<file path="src/rtl/sbn_arb_pkg.sv">
// -----------------------------------------------------------------------------
// sbn_arb_pkg
// Shared definitions for the SBN data-memory arbiter: FSM state encoding,
// port index constants, default widths and the lock-counter width helper.
// Optional feature macro used by the arbiter: SBN_ARB_STATS_EN.
// -----------------------------------------------------------------------------
package sbn_arb_pkg;

    typedef enum logic [1:0] {
        ST_IDLE   = 2'd0,
        ST_LOCK_C = 2'd1,
        ST_LOCK_H = 2'd2
    } arb_state_e;

    localparam int PORT_C = 0;
    localparam int PORT_H = 1;

    localparam int DEF_FWIDTH   = 8;
    localparam int DEF_DWIDTH   = 32;
    localparam int DEF_LOCK_MAX = 16;

    localparam int STAT_W = 16;

    // Lock counter needs to hold LOCK_MAX-1 with headroom; one extra bit
    // keeps the saturation compare trivially safe.
    function automatic int lock_cnt_w(input int lock_max);
        return $clog2(lock_max) + 1;
    endfunction

endpackage

</file>
<file path="src/rtl/sbn_arb_lock_timer.sv">
// -----------------------------------------------------------------------------
// sbn_arb_lock_timer
// Counts cycles a lock owner has gone without being granted. Loads zero on
// i_load, otherwise increments on i_inc and saturates at LOCK_MAX-1.
// Ports:
//   i_clk, i_rst_n : clock, synchronous active-low reset
//   i_load         : clear counter to 0 (has priority over i_inc)
//   i_inc          : advance counter by one (saturating)
//   o_at_max       : counter currently equals LOCK_MAX-1
// -----------------------------------------------------------------------------
module sbn_arb_lock_timer
    import sbn_arb_pkg::*;
#(
    parameter int LOCK_MAX = DEF_LOCK_MAX
) (
    input  logic i_clk,
    input  logic i_rst_n,
    input  logic i_load,
    input  logic i_inc,
    output logic o_at_max
);

    localparam int CW = lock_cnt_w(LOCK_MAX);
    localparam logic [CW-1:0] CNT_LAST = CW'(LOCK_MAX - 1);

    logic [CW-1:0] r_cnt;
    logic          w_at_max;

    assign w_at_max = (r_cnt == CNT_LAST);
    assign o_at_max = w_at_max;

    always_ff @(posedge i_clk) begin
        if (!i_rst_n) begin
            r_cnt <= '0;
        end else if (i_load) begin
            r_cnt <= '0;
        end else if (i_inc && !w_at_max) begin
            r_cnt <= r_cnt + 1'b1;
        end
    end

endmodule

</file>
<file path="src/rtl/sbn_dmem_arbiter.sv">
// -----------------------------------------------------------------------------
// sbn_dmem_arbiter
// Shares the single-port SBN data memory between the core (port C) and the
// host loader/debug port (port H). Two-way round robin with a lock so the
// core's read-A/read-B/write-C sequence is atomic; a stalled lock owner is
// force-released after LOCK_MAX cycles and flagged on o_lock_err (sticky).
// Optional: define SBN_ARB_STATS_EN to add grant/stall statistic counters.
// Ports:
//   i_clk, i_rst_n            : clock, synchronous active-low reset
//   i_c_* / o_c_*             : core request (req/we/lock/addr/wdata),
//                               grant, read valid, read data
//   i_h_* / o_h_*             : host equivalents
//   o_mem_en/we/addr/wdata    : memory command (granted port's fields)
//   i_mem_rdata               : memory read data, one cycle after a read
//   o_lock_err                : sticky, a lock was force-released
//   o_c_gnt_cnt, o_h_gnt_cnt,
//   o_stall_cnt               : saturating stats (SBN_ARB_STATS_EN only)
// -----------------------------------------------------------------------------
module sbn_dmem_arbiter
    import sbn_arb_pkg::*;
#(
    parameter int FWIDTH   = DEF_FWIDTH,
    parameter int DWIDTH   = DEF_DWIDTH,
    parameter int LOCK_MAX = DEF_LOCK_MAX
) (
    input  logic              i_clk,
    input  logic              i_rst_n,
    input  logic              i_c_req,
    input  logic              i_c_we,
    input  logic              i_c_lock,
    input  logic [FWIDTH-1:0] i_c_addr,
    input  logic [DWIDTH-1:0] i_c_wdata,
    output logic              o_c_gnt,
    output logic              o_c_rvalid,
    output logic [DWIDTH-1:0] o_c_rdata,
    input  logic              i_h_req,
    input  logic              i_h_we,
    input  logic              i_h_lock,
    input  logic [FWIDTH-1:0] i_h_addr,
    input  logic [DWIDTH-1:0] i_h_wdata,
    output logic              o_h_gnt,
    output logic              o_h_rvalid,
    output logic [DWIDTH-1:0] o_h_rdata,
    output logic              o_mem_en,
    output logic              o_mem_we,
    output logic [FWIDTH-1:0] o_mem_addr,
    output logic [DWIDTH-1:0] o_mem_wdata,
    input  logic [DWIDTH-1:0] i_mem_rdata,
    output logic              o_lock_err
`ifdef SBN_ARB_STATS_EN
    ,
    output logic [STAT_W-1:0] o_c_gnt_cnt,
    output logic [STAT_W-1:0] o_h_gnt_cnt,
    output logic [STAT_W-1:0] o_stall_cnt
`endif
);

    localparam logic LAST_C = 1'(PORT_C);
    localparam logic LAST_H = 1'(PORT_H);

    arb_state_e r_state;
    arb_state_e w_state_nxt;
    logic       r_last;
    logic       r_c_rvalid;
    logic       r_h_rvalid;
    logic       r_lock_err;

    logic       w_c_gnt;
    logic       w_h_gnt;
    logic       w_expire;
    logic       w_at_max;
    logic       w_tmr_load;

    // -------------------------------------------------------------------------
    // Arbitration / next state
    // -------------------------------------------------------------------------
    always_comb begin
        w_c_gnt     = 1'b0;
        w_h_gnt     = 1'b0;
        w_expire    = 1'b0;
        w_state_nxt = r_state;
        if (i_rst_n) begin
            case (r_state)
                ST_IDLE: begin
                    // On a tie the port that did not win last time goes.
                    w_c_gnt = i_c_req & (~i_h_req | (r_last == LAST_H));
                    w_h_gnt = i_h_req & ~w_c_gnt;
                    if (w_c_gnt && i_c_lock)
                        w_state_nxt = ST_LOCK_C;
                    else if (w_h_gnt && i_h_lock)
                        w_state_nxt = ST_LOCK_H;
                end
                ST_LOCK_C: begin
                    // Owner grant beats the timeout in the same cycle.
                    w_c_gnt = i_c_req;
                    if (w_c_gnt) begin
                        w_state_nxt = i_c_lock ? ST_LOCK_C : ST_IDLE;
                    end else if (w_at_max) begin
                        w_expire    = 1'b1;
                        w_state_nxt = ST_IDLE;
                    end
                end
                ST_LOCK_H: begin
                    w_h_gnt = i_h_req;
                    if (w_h_gnt) begin
                        w_state_nxt = i_h_lock ? ST_LOCK_H : ST_IDLE;
                    end else if (w_at_max) begin
                        w_expire    = 1'b1;
                        w_state_nxt = ST_IDLE;
                    end
                end
                default: w_state_nxt = ST_IDLE;
            endcase
        end
    end

    always_ff @(posedge i_clk) begin
        if (!i_rst_n) begin
            r_state    <= ST_IDLE;
            r_last     <= LAST_H;
            r_c_rvalid <= 1'b0;
            r_h_rvalid <= 1'b0;
            r_lock_err <= 1'b0;
        end else begin
            r_state    <= w_state_nxt;
            if (w_c_gnt)
                r_last <= LAST_C;
            else if (w_h_gnt)
                r_last <= LAST_H;
            r_c_rvalid <= w_c_gnt & ~i_c_we;
            r_h_rvalid <= w_h_gnt & ~i_h_we;
            if (w_expire)
                r_lock_err <= 1'b1;
        end
    end

    // -------------------------------------------------------------------------
    // Lock timer: held at zero outside a lock and on every owner grant, so
    // it only counts consecutive owner-idle cycles inside a lock.
    // -------------------------------------------------------------------------
    assign w_tmr_load = (r_state == ST_IDLE) | w_c_gnt | w_h_gnt | w_expire;

    sbn_arb_lock_timer #(
        .LOCK_MAX (LOCK_MAX)
    ) u_lock_timer (
        .i_clk    (i_clk),
        .i_rst_n  (i_rst_n),
        .i_load   (w_tmr_load),
        .i_inc    (~w_tmr_load),
        .o_at_max (w_at_max)
    );

    // -------------------------------------------------------------------------
    // Memory command mux and response fan-out
    // -------------------------------------------------------------------------
    assign o_c_gnt     = w_c_gnt;
    assign o_h_gnt     = w_h_gnt;
    assign o_mem_en    = w_c_gnt | w_h_gnt;
    assign o_mem_we    = (w_c_gnt & i_c_we) | (w_h_gnt & i_h_we);
    assign o_mem_addr  = w_h_gnt ? i_h_addr  : i_c_addr;
    assign o_mem_wdata = w_h_gnt ? i_h_wdata : i_c_wdata;

    assign o_c_rvalid  = r_c_rvalid;
    assign o_h_rvalid  = r_h_rvalid;
    assign o_c_rdata   = i_mem_rdata;
    assign o_h_rdata   = i_mem_rdata;
    assign o_lock_err  = r_lock_err;

`ifdef SBN_ARB_STATS_EN
    // -------------------------------------------------------------------------
    // Saturating statistics
    // -------------------------------------------------------------------------
    localparam logic [STAT_W-1:0] STAT_SAT = '1;

    logic [STAT_W-1:0] r_c_gnt_cnt;
    logic [STAT_W-1:0] r_h_gnt_cnt;
    logic [STAT_W-1:0] r_stall_cnt;
    logic              w_stall;

    assign w_stall = (i_c_req & ~w_c_gnt) | (i_h_req & ~w_h_gnt);

    always_ff @(posedge i_clk) begin
        if (!i_rst_n) begin
            r_c_gnt_cnt <= '0;
            r_h_gnt_cnt <= '0;
            r_stall_cnt <= '0;
        end else begin
            if (w_c_gnt && r_c_gnt_cnt != STAT_SAT)
                r_c_gnt_cnt <= r_c_gnt_cnt + 1'b1;
            if (w_h_gnt && r_h_gnt_cnt != STAT_SAT)
                r_h_gnt_cnt <= r_h_gnt_cnt + 1'b1;
            if (w_stall && r_stall_cnt != STAT_SAT)
                r_stall_cnt <= r_stall_cnt + 1'b1;
        end
    end

    assign o_c_gnt_cnt = r_c_gnt_cnt;
    assign o_h_gnt_cnt = r_h_gnt_cnt;
    assign o_stall_cnt = r_stall_cnt;
`endif

endmodule
</file>
<file path="config.mk">
export PLATFORM = sky130hd
export DESIGN_NAME = sbn_dmem_arbiter
export DESIGN_NICKNAME = d
export VERILOG_FILES = /design/src/rtl/sbn_arb_pkg.sv /design/src/rtl/sbn_arb_lock_timer.sv /design/src/rtl/sbn_dmem_arbiter.sv
export SDC_FILE = /design/constraint.sdc
export NUM_CORES = 1
export LEC_CHECK = 0
export BUFFER_PORTS_ARGS = -buffer_cell sky130_fd_sc_hd__buf_2
export CAP_MARGIN = 20
export CORE_AREA = 2 2 89 91
export CTS_BUF_LIST = sky130_fd_sc_hd__clkbuf_4 sky130_fd_sc_hd__clkbuf_8
export DETAILED_ROUTE_END_ITERATION = 16
export DIE_AREA = 0 0 91 93
export HOLD_SLACK_MARGIN = 0.06
export PLACE_DENSITY = 0.71
export SKIP_CTS_REPAIR_TIMING = 1
export SLEW_MARGIN = 20
export SYNTH_ARGS = -nofsm -noshare
export SYNTH_HDL_FRONTEND = slang
export SYNTH_SLANG_ARGS = --single-unit
export TNS_END_PERCENT = 50
</file>
<file path="constraint.sdc">
create_clock -name i_clk -period 4.5 [get_ports i_clk]
set_clock_uncertainty 0.15 [all_clocks]
set_input_delay 0.675 -clock i_clk [delete_from_list [all_inputs] [get_ports i_clk]]
set_output_delay 0.675 -clock i_clk [all_outputs]
set_load 0.01 [all_outputs]
</file>
==> out/results.txt, run 1 <==
Syn Inst Count - 177
RR Endpoint - u_lock_timer.r_cnt[3]
Layout net count - 373
Critical Path End Type - output pin
H-tree levels - 1
Ant diodes - 0
Mean Syn Cell Area - 8.978 µm²
CTS Buf Count - 3
Tmin final - 3216 ps
Site Rows - 32
Finish-stage setup viols - 0
Max cap viols - 0
CP max FO - 44
Syn Nets - 303
Setup crit start kind - flop
Post-route DRC - 0
R2R Path Start - r_state[0]
Share of cells above drive strength 1 - 0.7480
Antenna viol nets, final - 0
Final Hold Fails - 0
Die X - 91 µm
Largest net degree at the start of global routing - 45
Top cells by area, synth - buf_4 (32%), mux2_2 (28%), dfxtp_1 (14%)
Placed cell areas - 1886 µm²
CP max-delay cell - buf_4
Initial antenna violation count - 0
Max-slew violations - 0
Clock transition at path regs - 50 ps
Pwr/cell area - 199.6 nW/µm²
All-Layer GR Usage - 0.1040
TritonCTS Sinks - 11
Worst Tran Pin Value - 530.3 ps
Via count - 1,420
TritonCTS clock tree - done
Area grow syn2layout - 21.73%
Area leader, netlist - buf_4
Sequential share of the synthesized area - 0.1386
Yosys cell types - 33
Status - completed
Cell area after layout - 1934 µm²
Placer congestion estimate - 0.8116
Initial Util - 0.2111
Most instantiated cells after synthesis - buf_4 (68), mux2_2 (40), dfxtp_1 (11)
Required time worst endpoint - 3670 ps
Crit Path Class - reg -> out
Peak VDD IR - 0.00006787 V
Number of synthesized flops with an enable pin - 0
Fmax - 311.0 MHz
Hold Path Origin - o_lock_err
Hold WS - 308.0 ps
Non-filler instance count after layout - 348
Routed WL per cell - 13.65 µm
Hold Path Stages - 1
Die height - 93 µm
Die area - 8463 µm²
Worst Hold Class - reg -> reg
Flops & latches, synth - 11
Clock Latency Late Sink - 240 ps
R2R Setup Slk - 2250 ps
Pre-antenna DRT Iters - 4
Commonest register cell after synthesis - dfxtp_1
Ys async rst share - 0
Vias per std cell - 4.080
Final WL - 4751 µm
Post-Place Cells - 344
Synthesis Warnings - 0
Initial DRC count - 18
FF-to-FF path depth - 7
Max-slew headroom - 0.6465
Hold-critical path endpoint - o_lock_err
GRT overflow - 0
Setup_tns - 0 ps
Post-Syn Area - 1589 µm²
Global-route wire length before repair - 7120 µm
Vias in the first global route - 1,405
Maximum clock insertion buffer count - 2
Most common cell in the synthesized netlist - buf_4
Core Area - 7527 µm²
Area share of the leading cell type in the synthesized netlist - 0.3213
Top Ports - 231
Total power - 386.1 µW
Sequence of cells on the critical path - inv_1 > ha_1 > a21boi_2 > o211ai_4 > buf_4 > mux2_2 > buf_2
RSZ-0062 raised after global routing - false
Clk root buf - clkbuf_8
Port Buffer Count - 134
Post-DP HPWL - 4164 µm
Arrival @ worst endpoint - 2390 ps
Max incr delay on CP - 450 ps
LEAKAGE - 0.001020 µW
Tcrit/Tclk final - 0.7146
==> state kept, by name, indices dropped and copies added (netlist names) <==
name / cells
o_c_rvalid: 1
r_last: 1
r_state: 2
u_lock_timer.r_cnt: 5
o_lock_err: 1
o_h_rvalid: 1
==> cell usage in the layout, fill, tap and decap left out, types with 2 or more instances in the layout <==
master    synthesis  layout
nand2_1           3       3
nand4b_1          2       2
nand2b_1          2       2
a21oi_1           2       2
buf_2             0     134
mux2_2           40      40
dfxtp_1          11      11
nor2b_1           4       4
clkbuf_8          0       3
inv_1             5       5
ha_1              6       6
xor2_1            2       2
nor2_1           10      10
==> layer usage <==
metal / track usage / share of wire / routed length, µm / vias to the layer above
li1: - / - / - / 675
met1: 0.1217 / 0.38 / 1809 / 634
met2: 0.1759 / 0.49 / 2342 / 97
met3: 0.02498 / 0.10 / 474 / 14
met4: 0.05556 / 0.026 / 125 / 0
met5: 0 / 0 / 0 / -
==> through the flow <==
stage / util / setup WS (ps)
final: 0.2570 / 1284
after global routing: 0.2570 / 1123
after CTS: 0.2570 / 1255
after detailed placement: 0.2505 / 1521
after global placement: 0.2505 / 1556
after floorplan: - / 1971
==> cell families (layout without fill, tap and decap cells) <==
| family | after synthesis | after routing | synth area share |
|---|---|---|---|
| compound gates | 14 | 14 | 0.07559 |
| xor+xnor | 3 | 3 | 0.01654 |
| flops | 11 | 11 | 0.1386 |
| buf+inv | 76 | 145 | 0.3402 |
| fa+ha+maj | 6 | 6 | 0.04724 |
| mux | 41 | 41 | 0.2898 |
| simple gates | 26 | 26 | 0.09213 |
==> critical path: cells and delay by family, from the launching register on <==
family | cells | cell delay, ps
muxes | 1 | 430
buffers and inverters | 3 | 690
AOI/OAI and AO/OA | 2 | 350
adders and majority gates | 1 | 270
DFF | 1 | 380
==> power by group <==
part,internal (µW),switching [µW]
clock network,68.0,34.8
logic,94.9,83.0
registers,102,3.80
total,264,122
==> area by class of cell <==
type / instances / area, µm²
sequential: 11 / 220.2
multi-input combinational: 90 / 837.1
fill: 852 / 5593
inverter: 6 / 22.52
timing repair buffer: 135 / 678.2
clock buffer: 4 / 48.80
tap: 102 / 127.6
==> worst max-delay path by stage <==
stage,to,from,cells past startpoint,slack [ps]
floorplan,o_mem_addr[1],r_state[0],6,1970
global placement,o_mem_addr[7],i_c_req,6,1560
detailed placement,o_mem_addr[7],r_state[0],7,1520
CTS,o_mem_addr[7],r_state[0],7,1260
global route,o_mem_addr[7],r_state[0],7,1120
finish,o_mem_addr[7],r_state[0],7,1280
No activity file was read; power rests on OpenSTA's default activity.
==> run 2: changes to the inputs <==
clock period = 3 ns   (was 4.5 ns; I/O delays follow)
==> run 2 against run 1 <==
Compared with the run above:
- clock power grew 48%
- combinational power up 53%
- first-iteration DRC count fell by 39%
- non-clock buffer count unchanged
- hold slack lost 66 ps
- register-to-register slack got worse by 1200 ps
- sequential share of layout area down 0.073 points
- die area is the same
- power is 51% higher
- utilization grew 0.17 points
- via count is 1.1% higher
- clock-buffer cell count did not move
==> out/results.txt, run 2 (synthesis gave the netlist of run 1 again) <==
Site Rows - 32 (unchanged)
M3 GR Usage - 0.02337 (was 0.02498)
Pwr/cell area - 299.0 nW/µm² (was 199.6 nW/µm²)
Crit Path Class - reg -> out (unchanged)
Vias per std cell - 4.124 (was 4.080)
Setup crit start kind - flop (unchanged)
Max-slew violations - 0 (unchanged)
Sequential Area - 220.2 µm² (unchanged)
CTS Buf Count - 3 (unchanged)
R2R Path Start - r_state[0] (unchanged)
Finish-stage setup viols - 0 (unchanged)
Required time worst endpoint - 2400 ps (was 3670 ps)
Peak VDD IR - 0.0001296 V (was 0.00006787 V)
Worst Hold Class - in -> reg (was reg -> reg)
Setup_tns - 0 ps (unchanged)
TritonCTS clock tree - done (unchanged)
Post-DP HPWL - 4132 µm (was 4164 µm)
CP max-delay cell - mux2_2 (was buf_4)
Placer congestion estimate - 0.8335 (was 0.8116)
RR Endpoint - u_lock_timer.r_cnt[2] (was u_lock_timer.r_cnt[3])
Largest Register - u_lock_timer.r_cnt (unchanged)
Buffers plus inverters on the worst setup path - 3 (unchanged)
Max incr delay on CP - 410 ps (was 450 ps)
Most frequent cells in the layout - buf_2 (134), mux2_2 (40), dfxtp_1 (11), nor2_1 (10), ha_1 (6) (unchanged)
Ant diodes - 0 (unchanged)
Die height - 93 µm (unchanged)
Worst Tran Pin Value - 294.3 ps (was 530.3 ps)
H-tree levels - 1 (unchanged)
Hold Path Stages - 2 (was 1)
Cell area after layout - 1947 µm² (was 1934 µm²)
Clk root buf - clkbuf_8 (unchanged)
Post-route DRC - 0 (unchanged)
Max reg flops - 5 (unchanged)
Sequence of cells on the critical path - inv_1 > ha_1 > a21boi_2 > o211ai_4 > buf_12 > mux2_2 > buf_2 (was inv_1 > ha_1 > a21boi_2 > o211ai_4 > buf_4 > mux2_2 > buf_2)
GRT overflow - 0 (unchanged)
Final Hold Fails - 0 (unchanged)
LEAKAGE - 0.001026 µW (was 0.001020 µW)
Filler instances - 852 (unchanged)
Area occupied by multi-input gates - 837.1 µm² (unchanged)
Tcrit/Tclk final - 0.9299
Met1 global-route usage - 0.1249 (was 0.1217)
Vias in the first global route - 1,458 (was 1,405)
Max cap viols - 0 (unchanged)
Clock transition at path regs - 50 ps (about the same)
Initial antenna violation count - 0 (unchanged)
FF-to-FF path depth - 7 (unchanged)
GR peak layer - met2 (unchanged)
Status - completed (unchanged)
Pre-antenna DRT Iters - 4 (unchanged)
Max-slew headroom - 0.8021 (was 0.6465)
RSZ-0062 raised after global routing - false (unchanged)
Core Area - 7527 µm² (unchanged)
Arrival @ worst endpoint - 2190 ps (was 2390 ps)
Final WL - 4803 µm (was 4751 µm)
Top Ports - 231 (unchanged)
Antenna viol nets, final - 0 (unchanged)
Largest net degree at the start of global routing - 45 (unchanged)
Share of cells above drive strength 1 - 0.7480 (unchanged)
All-Layer GR Usage - 0.1062 (was 0.1040)
Critical Path End Type - output pin (unchanged)
Global-route wire length before repair - 7093 µm (was 7120 µm)
Port Buffer Count - 134 (unchanged)
Most common cell after layout, fill and taps aside - buf_2 (unchanged)
TritonCTS Sinks - 11 (unchanged)
Hold-critical path endpoint - o_c_rvalid (was o_lock_err)
GR Util met2 - 0.1821 (was 0.1759)
Maximum clock insertion buffer count - 2 (unchanged)
Crit path launch - r_state[0] (unchanged)
Area grow syn2layout - 22.52% (was 21.73%)
Placed cell areas - 1898 µm² (was 1886 µm²)
Via count - 1,435 (was 1,420)
Routed WL per cell - 13.80 µm (was 13.65 µm)
Initial Util - 0.2111 (unchanged)
Largest regs - u_lock_timer.r_cnt: 5 flops, r_state: 2 flops (unchanged)
CP max FO - 44 (unchanged)
CP delay by family, top - buffers and inverters (unchanged)
Die X - 91 µm (unchanged)
Die area - 8463 µm² (unchanged)
R2R Setup Slk - 1020 ps (was 2250 ps)
Hold Path Origin - i_c_we (was o_lock_err)
Tmin final - 2790 ps
Fmax - 358.5 MHz
Layout net count - 373 (unchanged)
Initial DRC count - 11 (was 18)
Clock Latency Late Sink - 230 ps (was 240 ps)
## run 2: cell types whose count changed in the layout (fill, tap and decap cells not counted)
cell and delta:
buf_4 -1, buf_12 +1
## run 2: worst max path at each step
stage / end / slack (ps) / depth (start not counted)
global placement: o_mem_addr[7] / 490 / 7
floorplan: o_mem_addr[1] / 700 / 6
global route: o_mem_addr[7] / 110 / 7
detailed placement: o_mem_addr[7] / 460 / 7
CTS: o_mem_addr[7] / 200 / 7
finish: o_mem_addr[7] / 210 / 7
## run 2: report_power, final
part / total [µW] / switching [µW] / internal, µW / leakage (µW)
Clock: 152 / 49.9 / 102 / 0.0000262
Sequential: 157 / 5.07 / 152 / 0.0000894
Combinational: 273 / 128 / 145 / 0.000911
Total: 582 / 183 / 399 / 0.00103
## run 2: cell type report
type	instances	share of cell area
Clock buffer	4	0.02506
Inverter	6	0.01157
Multi-Input combinational cell	90	0.4299
Sequential cell	11	0.1131
Tap cell	102	0.06555
Timing Repair Buffer	135	0.3548
## run 2: metrics by stage
| step | setup slack, ps | utilization | hold WS, ps | power, µW | std cells |
|---|---|---|---|---|---|
| final | 210.4 | 0.2586 | 242.0 | 582.1 | 348 |
| after global routing | 112.8 | 0.2586 | 231.7 | 620.4 | 348 |
| after CTS | 202.1 | 0.2586 | 239.0 | 591.0 | 348 |
| after detailed placement | 457.0 | 0.2522 | 299.5 | 435.4 | 344 |
| after global placement | 493.9 | 0.2522 | 292.8 | 432.1 | 344 |
| after floorplan | 695.8 | - | 304.4 | 389.5 | 177 |
## run 2: per-layer routing
layer | up-vias | wire length, µm
met5 | - | 0
met4 | 0 | 106
met3 | 11 | 457
met2 | 104 | 2379
met1 | 643 | 1860
li1 | 677 | -
